--- src/rtl/vend_txn_ctrl.sv ---
`default_nettype none
// ============================================================================
// Module      : vend_txn_ctrl
// Description : Vending-machine transaction controller (operation mode).
//               Validates a selection against the item configuration store,
//               collects coins until the cost is covered, dispenses and
//               commits the stock decrement, then pays change. Refunds the
//               balance on cancel, on entry to configuration mode, or on
//               timeout.
// Revision    : 1.0 - initial release
// ----------------------------------------------------------------------------
// Ports:
//   pclk, prst           clock, asynchronous active-high reset
//   cfg_mode             1 = configuration mode (no transactions)
//   num_items            number of valid item ids loaded
//   sel_valid, sel_id    item selection strobe and id
//   coin_valid/value     coin strobe and value in cents
//   coin_ready           coins are credited this cycle (COLLECT only)
//   cancel               user cancel / refund request
//   cfg_item_*           store read strobe, stock-decrement strobe, item id
//   item_cost/available  store data for cfg_item_id (combinational)
//   dispense_valid/id    one-cycle dispense pulse with item id
//   change_valid/value   change or refund amount, held until change_ack
//   err_valid/err_code   one-cycle error pulse: 0 bad id, 1 sold out,
//                        2 timeout refund
//   busy                 controller is not idle
// ============================================================================
module vend_txn_ctrl #(
  parameter int MAX_ITEMS      = 1024,
  parameter int TIMEOUT_CYCLES = 1000000
) (
  input  logic                         pclk,
  input  logic                         prst,
  input  logic                         cfg_mode,
  input  logic [$clog2(MAX_ITEMS)-1:0] num_items,
  input  logic                         sel_valid,
  input  logic [$clog2(MAX_ITEMS)-1:0] sel_id,
  input  logic                         coin_valid,
  input  logic [15:0]                  coin_value,
  output logic                         coin_ready,
  input  logic                         cancel,
  output logic                         cfg_item_read_req,
  output logic                         cfg_item_update_req,
  output logic [$clog2(MAX_ITEMS)-1:0] cfg_item_id,
  input  logic [15:0]                  item_cost,
  input  logic [7:0]                   item_available,
  output logic                         dispense_valid,
  output logic [$clog2(MAX_ITEMS)-1:0] dispense_id,
  output logic                         change_valid,
  output logic [15:0]                  change_value,
  input  logic                         change_ack,
  output logic                         err_valid,
  output logic [1:0]                   err_code,
  output logic                         busy
);

  localparam int ID_W  = $clog2(MAX_ITEMS);
  // +1 keeps the width non-zero for TIMEOUT_CYCLES == 1
  localparam int TMR_W = $clog2(TIMEOUT_CYCLES + 1);
  localparam logic [TMR_W-1:0] TMR_LAST = TMR_W'(TIMEOUT_CYCLES - 1);

  localparam logic [1:0] ERR_BAD_ID   = 2'd0;
  localparam logic [1:0] ERR_SOLD_OUT = 2'd1;
  localparam logic [1:0] ERR_TIMEOUT  = 2'd2;

  typedef enum logic [2:0] {
    ST_IDLE     = 3'd0,
    ST_READ     = 3'd1,
    ST_COLLECT  = 3'd2,
    ST_DISPENSE = 3'd3,
    ST_CHANGE   = 3'd4
  } state_t;

  state_t            state, state_n;
  logic [ID_W-1:0]   id_reg, id_n;
  logic [15:0]       cost_reg, cost_n;
  logic [15:0]       balance, balance_n;
  logic [TMR_W-1:0]  timer, timer_n;
  logic [15:0]       change_reg, change_n;
  logic              err_v_reg, err_v_n;
  logic [1:0]        err_c_reg, err_c_n;

  logic [16:0]       coin_sum;
  logic [15:0]       coin_sat;
  logic              refund;

  // Saturating add of the incoming coin onto the registered balance
  assign coin_sum = {1'b0, balance} + {1'b0, coin_value};
  assign coin_sat = coin_sum[16] ? 16'hFFFF : coin_sum[15:0];

  always_ff @(posedge pclk or posedge prst) begin
    if (prst) begin
      state      <= ST_IDLE;
      id_reg     <= '0;
      cost_reg   <= '0;
      balance    <= '0;
      timer      <= '0;
      change_reg <= '0;
      err_v_reg  <= 1'b0;
      err_c_reg  <= 2'd0;
    end else begin
      state      <= state_n;
      id_reg     <= id_n;
      cost_reg   <= cost_n;
      balance    <= balance_n;
      timer      <= timer_n;
      change_reg <= change_n;
      err_v_reg  <= err_v_n;
      err_c_reg  <= err_c_n;
    end
  end

  always_comb begin
    state_n   = state;
    id_n      = id_reg;
    cost_n    = cost_reg;
    balance_n = balance;
    timer_n   = timer;
    change_n  = change_reg;
    err_v_n   = 1'b0;
    err_c_n   = err_c_reg;
    refund    = 1'b0;

    case (state)
      ST_IDLE: begin
        if (!cfg_mode && sel_valid) begin
          if (sel_id < num_items) begin
            id_n    = sel_id;
            state_n = ST_READ;
          end else begin
            err_v_n = 1'b1;
            err_c_n = ERR_BAD_ID;
          end
        end
      end

      ST_READ: begin
        if (item_available == 8'd0) begin
          err_v_n = 1'b1;
          err_c_n = ERR_SOLD_OUT;
          state_n = ST_IDLE;
        end else begin
          cost_n    = item_cost;
          timer_n   = '0;
          balance_n = '0;
          state_n   = ST_COLLECT;
        end
      end

      ST_COLLECT: begin
        if (coin_valid) begin
          balance_n = coin_sat;
          timer_n   = '0;
        end else begin
          timer_n   = timer + TMR_W'(1);
        end
        if (cancel || cfg_mode) begin
          refund = 1'b1;
        end else if (timer == TMR_LAST) begin
          refund  = 1'b1;
          err_v_n = 1'b1;
          err_c_n = ERR_TIMEOUT;
        end else if (balance >= cost_reg) begin
          // Decision uses the registered balance; a coin landing this cycle
          // is still credited and ends up in the change.
          state_n = ST_DISPENSE;
        end
        if (refund) begin
          // Refund includes any coin accepted this same cycle
          if (balance_n == 16'd0) begin
            state_n = ST_IDLE;
          end else begin
            change_n = balance_n;
            state_n  = ST_CHANGE;
          end
          balance_n = '0;
        end
      end

      ST_DISPENSE: begin
        change_n  = balance - cost_reg;
        balance_n = '0;
        state_n   = (balance != cost_reg) ? ST_CHANGE : ST_IDLE;
      end

      ST_CHANGE: begin
        if (change_ack) begin
          change_n = '0;
          state_n  = ST_IDLE;
        end
      end

      default: begin
        state_n = ST_IDLE;
      end
    endcase
  end

  // Moore outputs: decoded from state or taken straight from registers
  assign coin_ready          = (state == ST_COLLECT);
  assign cfg_item_read_req   = (state == ST_READ);
  assign cfg_item_update_req = (state == ST_DISPENSE);
  assign dispense_valid      = (state == ST_DISPENSE);
  assign change_valid        = (state == ST_CHANGE);
  assign busy                = (state != ST_IDLE);
  assign cfg_item_id         = id_reg;
  assign dispense_id         = id_reg;
  assign change_value        = change_reg;
  assign err_valid           = err_v_reg;
  assign err_code            = err_c_reg;

endmodule
`default_nettype wire

--- config.mk ---
export PLATFORM = sky130hd
export DESIGN_NAME = vend_txn_ctrl
export DESIGN_NICKNAME = d
export VERILOG_FILES = /design/src/rtl/vend_txn_ctrl.sv
export SDC_FILE = /design/constraint.sdc
export NUM_CORES = 1
export LEC_CHECK = 0
export CAP_MARGIN = 15
export CORE_AREA = 3 3 125 127
export CTS_CLUSTER_SIZE = 20
export DETAILED_ROUTE_END_ITERATION = 10
export DIE_AREA = 0 0 128 130
export GPL_ROUTABILITY_DRIVEN = 1
export GPL_TIMING_DRIVEN = 0
export PLACE_DENSITY = 0.71
export SYNTH_ARGS = -nofsm -noshare
export SYNTH_HDL_FRONTEND = slang
export SYNTH_SLANG_ARGS = --single-unit
--- constraint.sdc ---
create_clock -name pclk -period 5 [get_ports pclk]
set_input_delay 1 -clock pclk [delete_from_list [all_inputs] [get_ports pclk]]
set_output_delay 1 -clock pclk [all_outputs]
set_load 0.005 [all_outputs]
* Word level (Yosys, flattened, before mapping)
Index checks and enable logic that the tools add are counted.
Word-level totals: output and inout bits 45, input port bits 67, logic and storage cells 89, bits in registers 84
Cells by class: eq/ne operators 19, mux-type cells 38, reduce and logical (&&, ||, !) cells 18, bitwise logic cells 1, $add $sub $neg 3, magnitude comparators 2
Operators with widths (number):
- two-way mux 16 bit | 8
- one-hot mux 16 bit (3 select lines) | 2
- two-way mux 20 bit | 2
- one-hot mux 20 bit (2 select lines) | 1
- two-way mux 3 bit | 9
- adder 20 x 1 -> 20 bit (second input constant) | 1
- == test 20 bit (second input constant) | 1
- adder 16 x 16 -> 17 bit | 1
- greater-or-equal comparator 16 bit | 1
- logical NOT 16 bit | 1
- inequality test 16 bit | 1
- subtractor 16 bit | 1
- one-hot mux 3 bit (5 select lines) | 1
- two-way mux 2 bit | 6
- inequality test 2 bit (second input constant) | 6
- AND reduction 6 bit | 2
- nonzero test 3 bit | 4
- < comparator 10 bit | 1
- logical NOT 8 bit | 1
- inequality test 2 x 1 -> 1 bit (second input constant) | 4
- two-way mux 1 bit | 7
- == test 3 x 2 -> 1 bit (second input constant) | 2
- inequality test 3 x 2 -> 1 bit (second input constant) | 2
- one-hot mux 2 bit (3 select lines) | 1
- 13 further kinds | 15

* Depth between registers and ports, before layout
depth after elaboration 8, mapped depth 13, mapped depth without buffers 13

* Worst setup path after synthesis
OpenSTA, ideal clock, no wires.
path type input to register, start input coin_value[0], end register change_reg[0] (netlist: change_value[0]), setup slack 0.773 ns, data required time 4.875 ns, data arrival time 4.101 ns, buffers on the path 1, cell stages on the path 12, cells stage by stage ha_1 > fa_1 > a211oi_2 > o21a_2 > a211oi_1 > or3_4 > a2111oi_4 > o221ai_2 > o41ai_4 > o21ai_4 > buf_6 > mux2_4
On the way: cells in the longest elaborated chain, start to end 7
Ends and longest elaborated chain:
- start, declared | RTL line 39 | input logic [15:0] coin_value,
- adder 16 x 16 -> 17 bit * | RTL line 88 | assign coin_sum = {1'b0, balance} + {1'b0, coin_value};
- two-way mux 16 bit * | RTL line 89 | assign coin_sat = coin_sum[16] ? 16'hFFFF : coin_sum[15:0];
- two-way mux 16 bit * | RTL line 151 | if (coin_valid) begin
- two-way mux 16 bit * | RTL line 124 | case (state)
- logical NOT 16 bit / two-way mux 16 bit (equally long branches) | RTL line 170 | if (balance_n == 16'd0) begin
- inequality test 2 bit (no line) / two-way mux 16 bit (equally long branches)
- AND reduction 4 bit (no line) / one-hot mux 16 bit (3 select lines) (equally long branches)
- end signal, assigned | RTL line 107 | change_reg <= change_n;
- end, declared | RTL line 79 | logic [15:0] change_reg, change_n;
Mark *: on every way between the ends. The rest lies on a longest branch, timed or not. The select of a mux whose other input is x is not followed. A chain may end at the register's enable or synchronous reset.

* Final worst setup path
start input coin_value[0], end register change_reg[2] (netlist: change_value[2])
The elaborated chain is that of the path after synthesis.

==> out/qor.csv <==
metric;value;unit
outcome;finished, final reports clean;
worst min-delay path class;reg2reg;
syn avg cell area;8.894;um^2
reg2reg end;change_value[2];
WHS;488.6;ps
total track usage;0.2025;
RSZ-0062 raised after global routing;false;
Initial Util;0.4112;
worst-margin pin slew;661.1;ps
vias per cell;5.494;
Final Power;3.488;mW
M1 GR Usage;0.2704;
worst slack, placed;-62.48;ps
global route hottest layer;met2;
Post-synth EDFFs;0;
Slew HR;0.5577;
Endpoint, Worst Hold;timer[19];
Port Buffers;111;
P per Cell Area;455.5;mW/mm^2
final core occ;0.5269;
Reg2Reg Setup Slack;890;ps
Largest Register;timer;
Cell variety after synth;67;
Switching Fraction;0.3609;
Clk network pwr share;0.198;
multiplexer share of the synthesized area;0.06071;
Mapped Area;0.005977;mm^2
first-pass GRT wire length;27.26;mm
GRT Residual Overflow;0;
static leakage;3.409;nW
critical path required time;5230;ps
first-pass detailed-route iteration total;5;
Final min period;4729;ps
R2R Path Start;balance[0];
DIE AREA;0.01664;mm^2
H-tree Lvls;3;
CP max FO;10;
Max Clk Rate;0.2115;GHz
syn_nets;783;
largest family of logic cells by synthesized area;compound AO/OA/AOI/OAI gates;
CTS buffer count;9;
initial antenna violation count;0;
chip height;130;um
Mapped Cells;672;
CTS clk-pin slew, worst paths;60;ps
worst skew pair latency;350;ps
sequential share of power;0.300;
crit share post-route;0.9457;
top_reg_cell synth;dfrtp_1;
YS warnings;0;
multi-input logic area;0.003550;mm^2
Post-Route WL;16.11;mm
Arrival @ worst endpoint;4960;ps
layout cell share with drive strength beyond 1;0.09625;
max-cap viol count;0;
Logic pwr share;0.502;
largest net degree at the start of global routing;44;
via count of the first global-routing pass;5517;
CTS Root Cell;clkbuf_16;
WL/cell;16.37;um
post-DP HPWL;12.63;mm
Synth Register Bits;84;
Clock Path Buffers;2;
critical path class;in2reg;
Routed Antenna Nets;0;
clock sink count;84;
Startpoint Class;input port;
Sw Pwr;1.259;mW
core area;0.01453;mm^2
Starting DRT DRC Count;297;
final number of setup-violating endpoints;0;
register area;0.002102;mm^2
Max rail drop VDD;0.2942;mV
final worst setup slack;271.3;ps
Ports;112;
Fin Clk Skew;11.83;ps
Post-CTS Setup Inserts;0;
Hold Path Stages;1;
final max-slew violation count;0;
max reg flops;20;
Pint;2.229;mW
grt met2 use;0.3330;
Synth Area in Compound Gates;0.2512;
TritonCTS clock tree;yes;
GPL Wtd Cong;0.9805;
Final nets;906;
# diodes;0;
Post-Synth Adder-Cell Area;0.09462;
commonest non-fill, non-tap cell in the layout;clkdlybuf4s50_1;
fillcell total;1401;
Final Hold Viols;0;
XOR/XNOR Fraction of Synth Area;0.03224;
CTS Hold Bufs;0;
grt met3 use;0.04462;
via count;5406;
Post-CTS Resized;0;
DRC errors left;0;
Hold Startpoint;timer[19];
most frequent cells in the layout;clkdlybuf4s50_1 (111), dfrtp_1 (84), o21ai_0 (83);
area grow syn2layout;28.13;%
Simple-Gate Fraction of Synth Area;0.1551;
fraction of registers with async set/reset;1.000;
sequential area share after synthesis;0.3517;
depth of the worst register-to-register path;13;
Die Wd;128;um
Crit. End Element;flip-flop;
FP Rows;44;
[cell families after synthesis]
family / Yosys count
xor gates and xnor gates: 22
DFF: 84
buffers and inverters: 73
AOI/OAI and AO/OA: 222
and+or+nand+nor: 198
adders and majority gates: 44
muxes: 29
[cells in the mapped netlist, drive strengths merged (11+ instances only)]
| cell type | count | area (um^2) |
|---|---|---|
| nand2 | 75 | 281.5 |
| o22ai | 12 | 75.07 |
| dfrtp | 84 | 2102 |
| a21oi | 28 | 140.1 |
| o21ai | 85 | 436.7 |
| clkbuf | 15 | 56.30 |
| xor2 | 12 | 105.1 |
| a21o | 14 | 105.1 |
| inv | 40 | 150.1 |
| nor3 | 12 | 60.06 |
| buf | 17 | 115.1 |
| ha | 42 | 525.5 |
| mux2 | 28 | 352.8 |
| a211oi | 11 | 92.58 |
| a22o | 11 | 96.34 |
| nor2 | 48 | 180.2 |
[cell type report]
type / instances / area share
Buffer: 32 / 0.02238
Tap cell: 184 / 0.03006
Inverter: 41 / 0.02042
Clock inverter: 6 / 0.009312
Timing Repair Buffer: 112 / 0.1487
Multi-Input combinational cell: 515 / 0.4635
Clock buffer: 10 / 0.03120
Sequential cell: 84 / 0.2745
[metal layers]
metal	routed length (um)	vias up
met5	0	-
met4	235	0
met3	1062	20
met2	7514	160
met1	7298	2526
li1	-	2700
[power by group through the flow]
stage / logic [mW] / registers [mW] / clock network, mW
finish: 1.75 / 1.05 / 0.692
global route: 1.95 / 1.07 / 0.731
CTS: 1.76 / 1.05 / 0.702
detailed placement: 1.75 / 1.05 / 0
global placement: 1.73 / 1.05 / 0
floorplan: 1.10 / 1.02 / 0
[per-stage QoR]
step / TNS [ps] / cells / area (um^2)
5_1_grt: 0 / 984 / 7659
6_report: 0 / 984 / 7659
2_1_floorplan: 0 / 672 / 5977
3_5_place_dp: -596.9 / 968 / 7348
3_3_place_gp: -661.5 / 967 / 7318
4_1_cts: 0 / 984 / 7659
[critical path, stage by stage]
cell and delay [ps]:
clkdlybuf4s50_1 420, ha_1 260, fa_1 440, a211oi_2 350
o21a_2 220, a211o_1 200, o211ai_2 190, buf_2 250
o22ai_1 340, o2111ai_1 240, o41ai_4 370, o21ai_4 160
buf_6 200, mux2_4 310
[worst max-delay path by stage]
stage / startpoint / end / slack, ps / cells past startpoint
6_report: coin_value[0] / change_value[2] / 270 / 14
5_1_grt: coin_value[0] / change_value[2] / 60 / 13
4_1_cts: coin_value[0] / change_value[2] / 270 / 14
3_5_place_dp: coin_value[0] / change_value[2] / -60 / 14
3_3_place_gp: coin_value[0] / change_value[2] / -70 / 13
2_1_floorplan: coin_value[0] / change_value[0] / 770 / 12
No activity file was read; power rests on OpenSTA's default activity.
